File: src/rtl/mac_pkg.sv
// Shared definitions for the iterative byte-serial multiply-accumulate unit.
package mac_pkg;

    localparam int BYTE_W = 8;

    typedef enum logic [1:0] {
        IDLE = 2'd0,
        MUL  = 2'd1,
        ACC  = 2'd2,
        DONE = 2'd3
    } state_t;

endpackage

File: src/rtl/mult_8x8_unit.sv
// Combinational 8x8 unsigned multiplier producing a full 16-bit product.
module mult_8x8_unit
    import mac_pkg::*;
(
    input  logic [BYTE_W-1:0]   a,
    input  logic [BYTE_W-1:0]   b,
    output logic [2*BYTE_W-1:0] p
);

    assign p = {{BYTE_W{1'b0}}, a} * {{BYTE_W{1'b0}}, b};

endmodule

File: src/rtl/iter_mac_unit.sv
// Iterative unsigned MAC: one shared 8x8 multiplier walks all byte pairs of
// the operands, then the product is added to (or restarts) the accumulator.
module iter_mac_unit
    import mac_pkg::*;
#(
    parameter int WIDTH = 16,
    parameter int ACC_W = 40
) (
    input  logic             clk,
    input  logic             rst_n,
    input  logic             in_valid,
    output logic             in_ready,
    input  logic [WIDTH-1:0] in_a,
    input  logic [WIDTH-1:0] in_b,
    input  logic             in_acc,
    output logic             out_valid,
    input  logic             out_ready,
    output logic [ACC_W-1:0] out_acc,
    output logic             out_ovf,
    output logic             busy
);

    localparam int K     = WIDTH / BYTE_W;
    localparam int P_W   = 2 * WIDTH;
    localparam int IDX_W = (K > 1) ? $clog2(K) : 1;
    localparam logic [IDX_W-1:0] LAST = IDX_W'(K - 1);

    if ((WIDTH % BYTE_W) != 0 || WIDTH < 8 || WIDTH > 64) begin : g_bad_width
        $error("iter_mac_unit: WIDTH must be a multiple of 8 in 8..64");
    end
    if (ACC_W < 2 * WIDTH) begin : g_bad_acc_w
        $error("iter_mac_unit: ACC_W must be at least 2*WIDTH");
    end

    state_t state, state_nxt;

    logic [WIDTH-1:0] a_reg, b_reg;
    logic             acc_mode;
    logic [P_W-1:0]   product;
    logic [ACC_W-1:0] acc;
    logic             ovf;
    logic [IDX_W-1:0] i_idx, j_idx;

    logic [K-1:0][BYTE_W-1:0] a_bytes, b_bytes;
    logic [2*BYTE_W-1:0]      pp;
    logic [IDX_W:0]           shift_bytes;
    logic [P_W-1:0]           term;
    logic [ACC_W:0]           acc_sum;

    assign a_bytes = a_reg;
    assign b_bytes = b_reg;

    mult_8x8_unit u_mult (
        .a (a_bytes[i_idx]),
        .b (b_bytes[j_idx]),
        .p (pp)
    );

    // Partial product a_byte[i]*b_byte[j] carries weight 2^(8*(i+j)).
    assign shift_bytes = {1'b0, i_idx} + {1'b0, j_idx};
    assign term        = P_W'(pp) << {shift_bytes, 3'b000};
    assign acc_sum     = {1'b0, (acc_mode ? acc : '0)} + {1'b0, ACC_W'(product)};

    assign out_acc = acc;
    assign out_ovf = ovf;

    always_comb begin
        state_nxt = state;
        in_ready  = 1'b0;
        out_valid = 1'b0;
        busy      = 1'b1;
        unique case (state)
            IDLE: begin
                in_ready = 1'b1;
                busy     = 1'b0;
                if (in_valid) state_nxt = MUL;
            end
            MUL: begin
                if (i_idx == LAST && j_idx == LAST) state_nxt = ACC;
            end
            ACC: begin
                state_nxt = DONE;
            end
            DONE: begin
                out_valid = 1'b1;
                if (out_ready) state_nxt = IDLE;
            end
            default: state_nxt = IDLE;
        endcase
    end

    always_ff @(posedge clk or negedge rst_n) begin
        if (!rst_n) begin
            state    <= IDLE;
            a_reg    <= '0;
            b_reg    <= '0;
            acc_mode <= 1'b0;
            product  <= '0;
            acc      <= '0;
            ovf      <= 1'b0;
            i_idx    <= '0;
            j_idx    <= '0;
        end else begin
            state <= state_nxt;
            unique case (state)
                IDLE: begin
                    if (in_valid) begin
                        a_reg    <= in_a;
                        b_reg    <= in_b;
                        acc_mode <= in_acc;
                        product  <= '0;
                        i_idx    <= '0;
                        j_idx    <= '0;
                    end
                end
                MUL: begin
                    product <= product + term;
                    if (j_idx == LAST) begin
                        j_idx <= '0;
                        if (i_idx != LAST) i_idx <= i_idx + 1'b1;
                    end else begin
                        j_idx <= j_idx + 1'b1;
                    end
                end
                ACC: begin
                    // Sticky across accumulating ops; a restart discards history.
                    acc <= acc_sum[ACC_W-1:0];
                    ovf <= (acc_mode & ovf) | acc_sum[ACC_W];
                end
                default: ;
            endcase
        end
    end

endmodule

File: config.mk
export PLATFORM = sky130hd
export DESIGN_NAME = iter_mac_unit
export DESIGN_NICKNAME = d
export VERILOG_FILES = /design/src/rtl/mac_pkg.sv /design/src/rtl/mult_8x8_unit.sv /design/src/rtl/iter_mac_unit.sv
export SDC_FILE = /design/constraint.sdc
export NUM_CORES = 1
export LEC_CHECK = 0
export CORE_MARGIN = 4
export CORE_UTILIZATION = 38
export CTS_BUF_LIST = sky130_fd_sc_hd__clkbuf_4
export DETAILED_ROUTE_END_ITERATION = 10
export PLACE_DENSITY = 0.67
export SYNTH_ARGS = -nofsm -noshare
export SYNTH_HDL_FRONTEND = slang
export SYNTH_HIERARCHICAL = 1
export SYNTH_SLANG_ARGS = --single-unit
File: constraint.sdc
create_clock -name clk -period 6.3 [get_ports clk]
set_input_delay 1.575 -clock clk [delete_from_list [all_inputs] [get_ports clk]]
set_output_delay 1.575 -clock clk [all_outputs]
set_load 0.01 [all_outputs]
**After elaboration in Yosys (flattened, before gate mapping)**

Cells that the tools add are included.

- Add/subtract/negate cells: 5
- Multiply operators: 1
- Magnitude comparators: 2
- Eq/ne operators: 7
- Shift-type cells: 1
- Muxes and demuxes: 20
- Bitwise gates (word level): 2
- Reductions and logical operators: 7

Operators by type and width:

| operator | number |
|---|---|
| 32-bit one-hot mux with 2 select lines | 1 |
| 40-bit by 32-bit adder with 41-bit output | 1 |
| 40-bit 2-to-1 mux | 1 |
| 32-bit adder | 1 |
| 32-bit 2-to-1 mux | 1 |
| 8-bit 2-to-1 mux | 4 |
| 16-bit by 5-bit left shift with 32-bit output | 1 |
| 8-bit by 8-bit multiplier with 16-bit output | 1 |
| 2-bit inequality test, second input constant | 4 |
| 2-bit one-hot mux with 4 select lines | 1 |
| 1-bit 2-to-1 mux | 7 |
| 2-bit 2-to-1 mux | 3 |
| 3-bit AND reduction | 2 |
| 2-bit == test, second input constant | 2 |
| 1-bit by 2-bit less-than comparator with 1-bit output, second input constant | 2 |
| 1-bit one-hot mux with 2 select lines | 2 |
| 2-bit AND reduction | 2 |
| 1-bit adder, second input constant | 2 |
| 1-bit by 1-bit adder with 2-bit output | 1 |
| 2-bit by 1-bit == test with 1-bit output, second input constant | 1 |
| 2-bit zero test | 1 |
| 2-bit nonzero test | 1 |
| 1-bit bitwise AND | 1 |
| 1-bit logical AND | 1 |
| 1-bit OR | 1 |

- Bits in registers: 110
- Input port bits: 37
- Word-level logic and storage cells: 54

**Logic depth before layout (Yosys ltp)**

- Depth in word-level cells: 6
- Gate-level depth with buffers: 29
- Depth with buffers taken out: 28

**By module**

Netlist, hierarchy kept.

By module, submodules not included:

| module | times used | cells an instance | area each (sq um) | sequential area each (sq um) |
|---|---|---|---|---|
| iter_mac_unit | 1 | 885 | 8310.5 | 2752.6 |
| mult_8x8_unit | 1 | 243 | 2125.8 | 0.0 |

**Worst setup path before layout**

Ideal clock, no wire load.

- Path type: reg2reg
- Start: register i_idx
- End: register product[29]
- Setup time: 0.134 ns
- Arrival time: 6.477 ns
- Path slack: -0.311 ns
- Stages on the path, launching flop included: 30
- Buffers on the path: 1
- Period minus slack after synthesis: 6.611 ns
- Cell sequence: dfrtp_1 > clkbuf_1 > mux2_2 > and2_1 > fa_1 > inv_1 > fa_1 > inv_1 > fa_1 > inv_1 > fa_1 > inv_1 > ha_1 > a21o_1 > a21oi_2 > nand3_1 > and3_1 > a211oi_2 > mux2i_1 > nor2_1 > ha_1 > a21o_1 > o21a_1 > a311oi_1 > o21ai_1 > o211ai_1 > a21boi_0 > o41ai_1 > xor2_1 > o21ai_0

- Word-level cells in the longest chain between the ends: 6
- Elaborated cells on any way between the ends: 7

Ends and longest elaborated chain:

| item | RTL line | source |
|---|---|---|
| from (decl) | iter_mac_unit.sv:42 | `logic [IDX_W-1:0] i_idx, j_idx;` |
| from (signal assigned) | iter_mac_unit.sv:120 | `if (i_idx != LAST) i_idx <= i_idx + 1'b1;` |
| 8-bit 2-to-1 mux (implied by the code) (2 in series) | iter_mac_unit.sv:54 | `.a (a_bytes[i_idx]),` |
| 8-bit by 8-bit multiplier with 16-bit output | mult_8x8_unit.sv:10 | `assign p = {{BYTE_W{1'b0}}, a} * {{BYTE_W{1'b0}}, b};` |
| via pp[15] | iter_mac_unit.sv:45 | `logic [2*BYTE_W-1:0] pp;` |
| 16-bit by 5-bit left shift with 32-bit output | iter_mac_unit.sv:61 | `assign term = P_W'(pp) << {shift_bytes, 3'b000};` |
| 32-bit adder | iter_mac_unit.sv:117 | `product <= product + term;` |
| 32-bit one-hot mux with 2 select lines | iter_mac_unit.sv:105 | `unique case (state)` |
| to (signal assigned) | iter_mac_unit.sv:117 |  |
| to (decl) | iter_mac_unit.sv:39 | `logic [P_W-1:0] product;` |

The timed path passes the listed nets, and every way through them passes these cells. The select of a mux whose other input is x is not followed.
A chain may end at the register's enable or synchronous reset.

**Worst setup path after layout**

Ends and elaborated chain as after synthesis.

==> summary.md <==
| Metric | Value |
|---|---|
| Largest net degree at the start of global routing | 59 |
| CTS H-tree lvls | 3 |
| Min-delay worst type | reg2reg |
| Multi-input logic area | 7640 sq um |
| Setup WS post-layout | -372 ps |
| Finish-stage setup viols | 17 |
| Status | finished with violations |
| Die Ht | 174 microns |
| Final hold vios | 0 |
| DP HPWL | 20500 microns |
| CTS tree | built |
| Clock Path Buffers | 2 |
| R2r setup slk | -370 ps |
| Clk slew on worst S/H paths | 210 ps |
| Iter 0 DRT Violations | 532 |
| Yosys cell types | 84 |
| Final ANT Viol Nets | 0 |
| R2r worst-path depth | 27 |
| Die area | 30200 sq um |
| Crit path time final | 6670 ps |
| Failing checks | setup timing |
| Post-synthesis register bit count | 110 |
| Crit-path max FO | 8 |
| Critical path capture point type | register |
| PortBufs | 80 |
| FF-to-FF End | product[29] |
| Post-Route WL | 26500 microns |
| RSZ-0062 raised after global routing | true |
| FP Rows | 60 |
| Req. time, crit path | 6670 ps |
| CTS root buf | clkbuf_4 |
| Clock sinks | 110 |
| Post-DP Area | 12500 sq um |
| First-pass GRT wire length | 43900 microns |
| Max-slew headroom | 0.400 |
| Most frequent cells in the layout | buf_4, dfrtp_1, ha_1 |
| Initial core utilization | 0.387 |
| Post-Syn Instances | 1128 |
| Syn Nets | 1308 |
| Cell Area, Synth | 10400 sq um |
| Period utilization | 1.06 |
| FF+latch area | 2760 sq um |
| Later-pin clock latency in the skew report | 520 ps |
| Final Cell Area | 13200 sq um |
| Top achievable clock speed | 150 MHz |
| Fin Clk Skew | 29.7 ps |
| Startpoint type of the worst setup path | register |
| Nets | 1508 |
| Area growth from synthesis to layout | 26.2% |
| FILL cells | 2517 |
| Worst Setup Path Type | reg2reg |
| Share of layout cells above drive strength 1 | 0.253 |
| # DRC | 0 |
| Capture point of the worst path | product[29] |
| Vias in the first global route | 8999 |
| Post-synthesis average cell area | 9.25 sq um |
| CP arrival | 7040 ps |
| Max cap viols | 0 |
| Die W | 174 microns |
| Via count | 8814 |
| Main synth FF type | dfrtp_1 |
| Overflow left after global routing | 0 |
| Synth warnings | 6 |
| Seq/Total Area, Yosys | 0.264 |
| Initial antenna violation count | 0 |
| Wire per inst | 15.8 microns |
| Routability Congestion | 0.878 |
| Commonest non-fill, non-tap cell in the layout | buf_4 |
| Final Max Tran Viols | 0 |
| # diodes | 0 |
| First-pass DRT Iterations | 5 |
| Worst-margin pin slew | 898 ps |
| Core area | 27000 sq um |
| Fraction of registers with async set/reset | 1.00 |
| CTS Buf Count | 9 |
| Crit path from | i_idx |
| Routed vias/inst | 5.27 |
| Number of synthesized flops with an enable pin | 0 |
| IO Pins | 81 |
| R2r startpoint | i_idx |
| Tot GR Track Use | 0.173 |
## routing by layer
| layer | GRT usage | wire (microns) | vias to the layer above |
|---|---|---|---|
| met5 | 0 | 0 | - |
| met4 | 0.0488 | 646 | 0 |
| met3 | 0.0218 | 803 | 40 |
| met2 | 0.304 | 13300 | 156 |
| met1 | 0.223 | 11700 | 4242 |
| li1 | - | - | 4376 |
## cell type report
| type | count | share of cell area |
|---|---|---|
| clock inverter | 7 | 0.00589 |
| multi-input combinational | 904 | 0.580 |
| sequential | 110 | 0.209 |
| timing repair buffer | 225 | 0.145 |
| inverter | 78 | 0.0222 |
| tap | 341 | 0.0324 |
| clock buffer | 9 | 0.00513 |
## cell families after synthesis
logic type               synth area share
XOR/XNOR                           0.0529
buffers and inverters              0.0412
flip-flops                          0.264
AO/OA/AOI/OAI                       0.184
adder cells (fa/ha/maj)             0.199
AND/OR/NAND/NOR                     0.168
multiplexers                       0.0915
## critical path: stages (launching register included)
cell	delay, ps
dfrtp_2	550
mux2_4	340
buf_4	160
and2_4	140
fa_1	560
fa_1	430
fa_1	490
inv_1	50
fa_1	500
inv_2	50
ha_4	230
a21oi_2	160
o21ai_2	80
nor4_2	220
a21oi_1	110
xor2_1	240
mux2i_1	140
nor2_1	170
ha_1	280
and3_1	180
o21a_1	190
a311oi_4	260
o21ai_2	120
o211ai_1	220
a21boi_2	100
o41ai_2	320
xor2_1	170
o21ai_1	70
## flip-flops by register name, indices dropped and copies added, names as in the netlist
signal / flops
a_bytes: 16
acc_mode: 1
b_bytes: 16
i_idx: 1
j_idx: 1
out_acc: 40
out_ovf: 1
product: 32
state: 2
## cells in the mapped netlist (6+ instances only)
cell,number,area [sq um]
a211oi_1,6,45.0
a21o_1,42,315
a21oi_1,60,300
a21oi_2,6,52.6
a22o_1,10,87.6
a31oi_1,7,43.8
and2_1,94,588
and3_1,7,43.8
clkbuf_1,34,128
dfrtp_1,110,2750
fa_1,38,761
ha_1,105,1310
inv_1,77,289
mux2_2,74,833
mux2i_1,11,110
nand2_1,97,364
nand2b_1,9,56.3
nand3_1,13,65.1
nand4_1,12,75.1
nor2_1,65,244
nor3_1,12,60.1
o211ai_1,8,60.1
o21a_1,11,82.6
o21ai_0,54,270
o21ai_1,10,50.1
o21bai_1,6,45.0
xnor2_1,38,333
xor2_1,25,219
## worst min-delay path by stage
stage	start	endpoint	slack (ps)	depth (start not counted)
after global placement	a_bytes[7]	a_bytes[7]	490	1
after CTS	b_bytes[15]	b_bytes[15]	540	1
after global routing	out_acc[39]	out_acc[39]	550	1
after detailed placement	b_bytes[15]	b_bytes[15]	490	1
final	out_acc[39]	out_acc[39]	530	1
after floorplan	b_bytes[11]	b_bytes[11]	470	1
## through the flow
step	worst slack (ps)	std cells	setup TNS [ps]	utilization	hold WS [ps]
floorplan	23.0	1128	0	-	474
global placement	-319	1634	-2100	0.463	487
detailed placement	-469	1634	-3620	0.463	492
CTS	-290	1665	-1320	0.479	536
global route	-682	1674	-7990	0.489	552
finish	-372	1674	-2560	0.489	530
## repair_timing
item | in CTS | in global routing
hold buffers | 0 | 0
endpoints found under the setup margin | 18 | 20
pin swaps | 22 | 33
buffers inserted | 17 | 9
gates resized for setup | 41 | 50
Power is left out: the tool's default activity adds up to more than one toggle a clock period on the data nets, which glitch-free logic cannot reach.
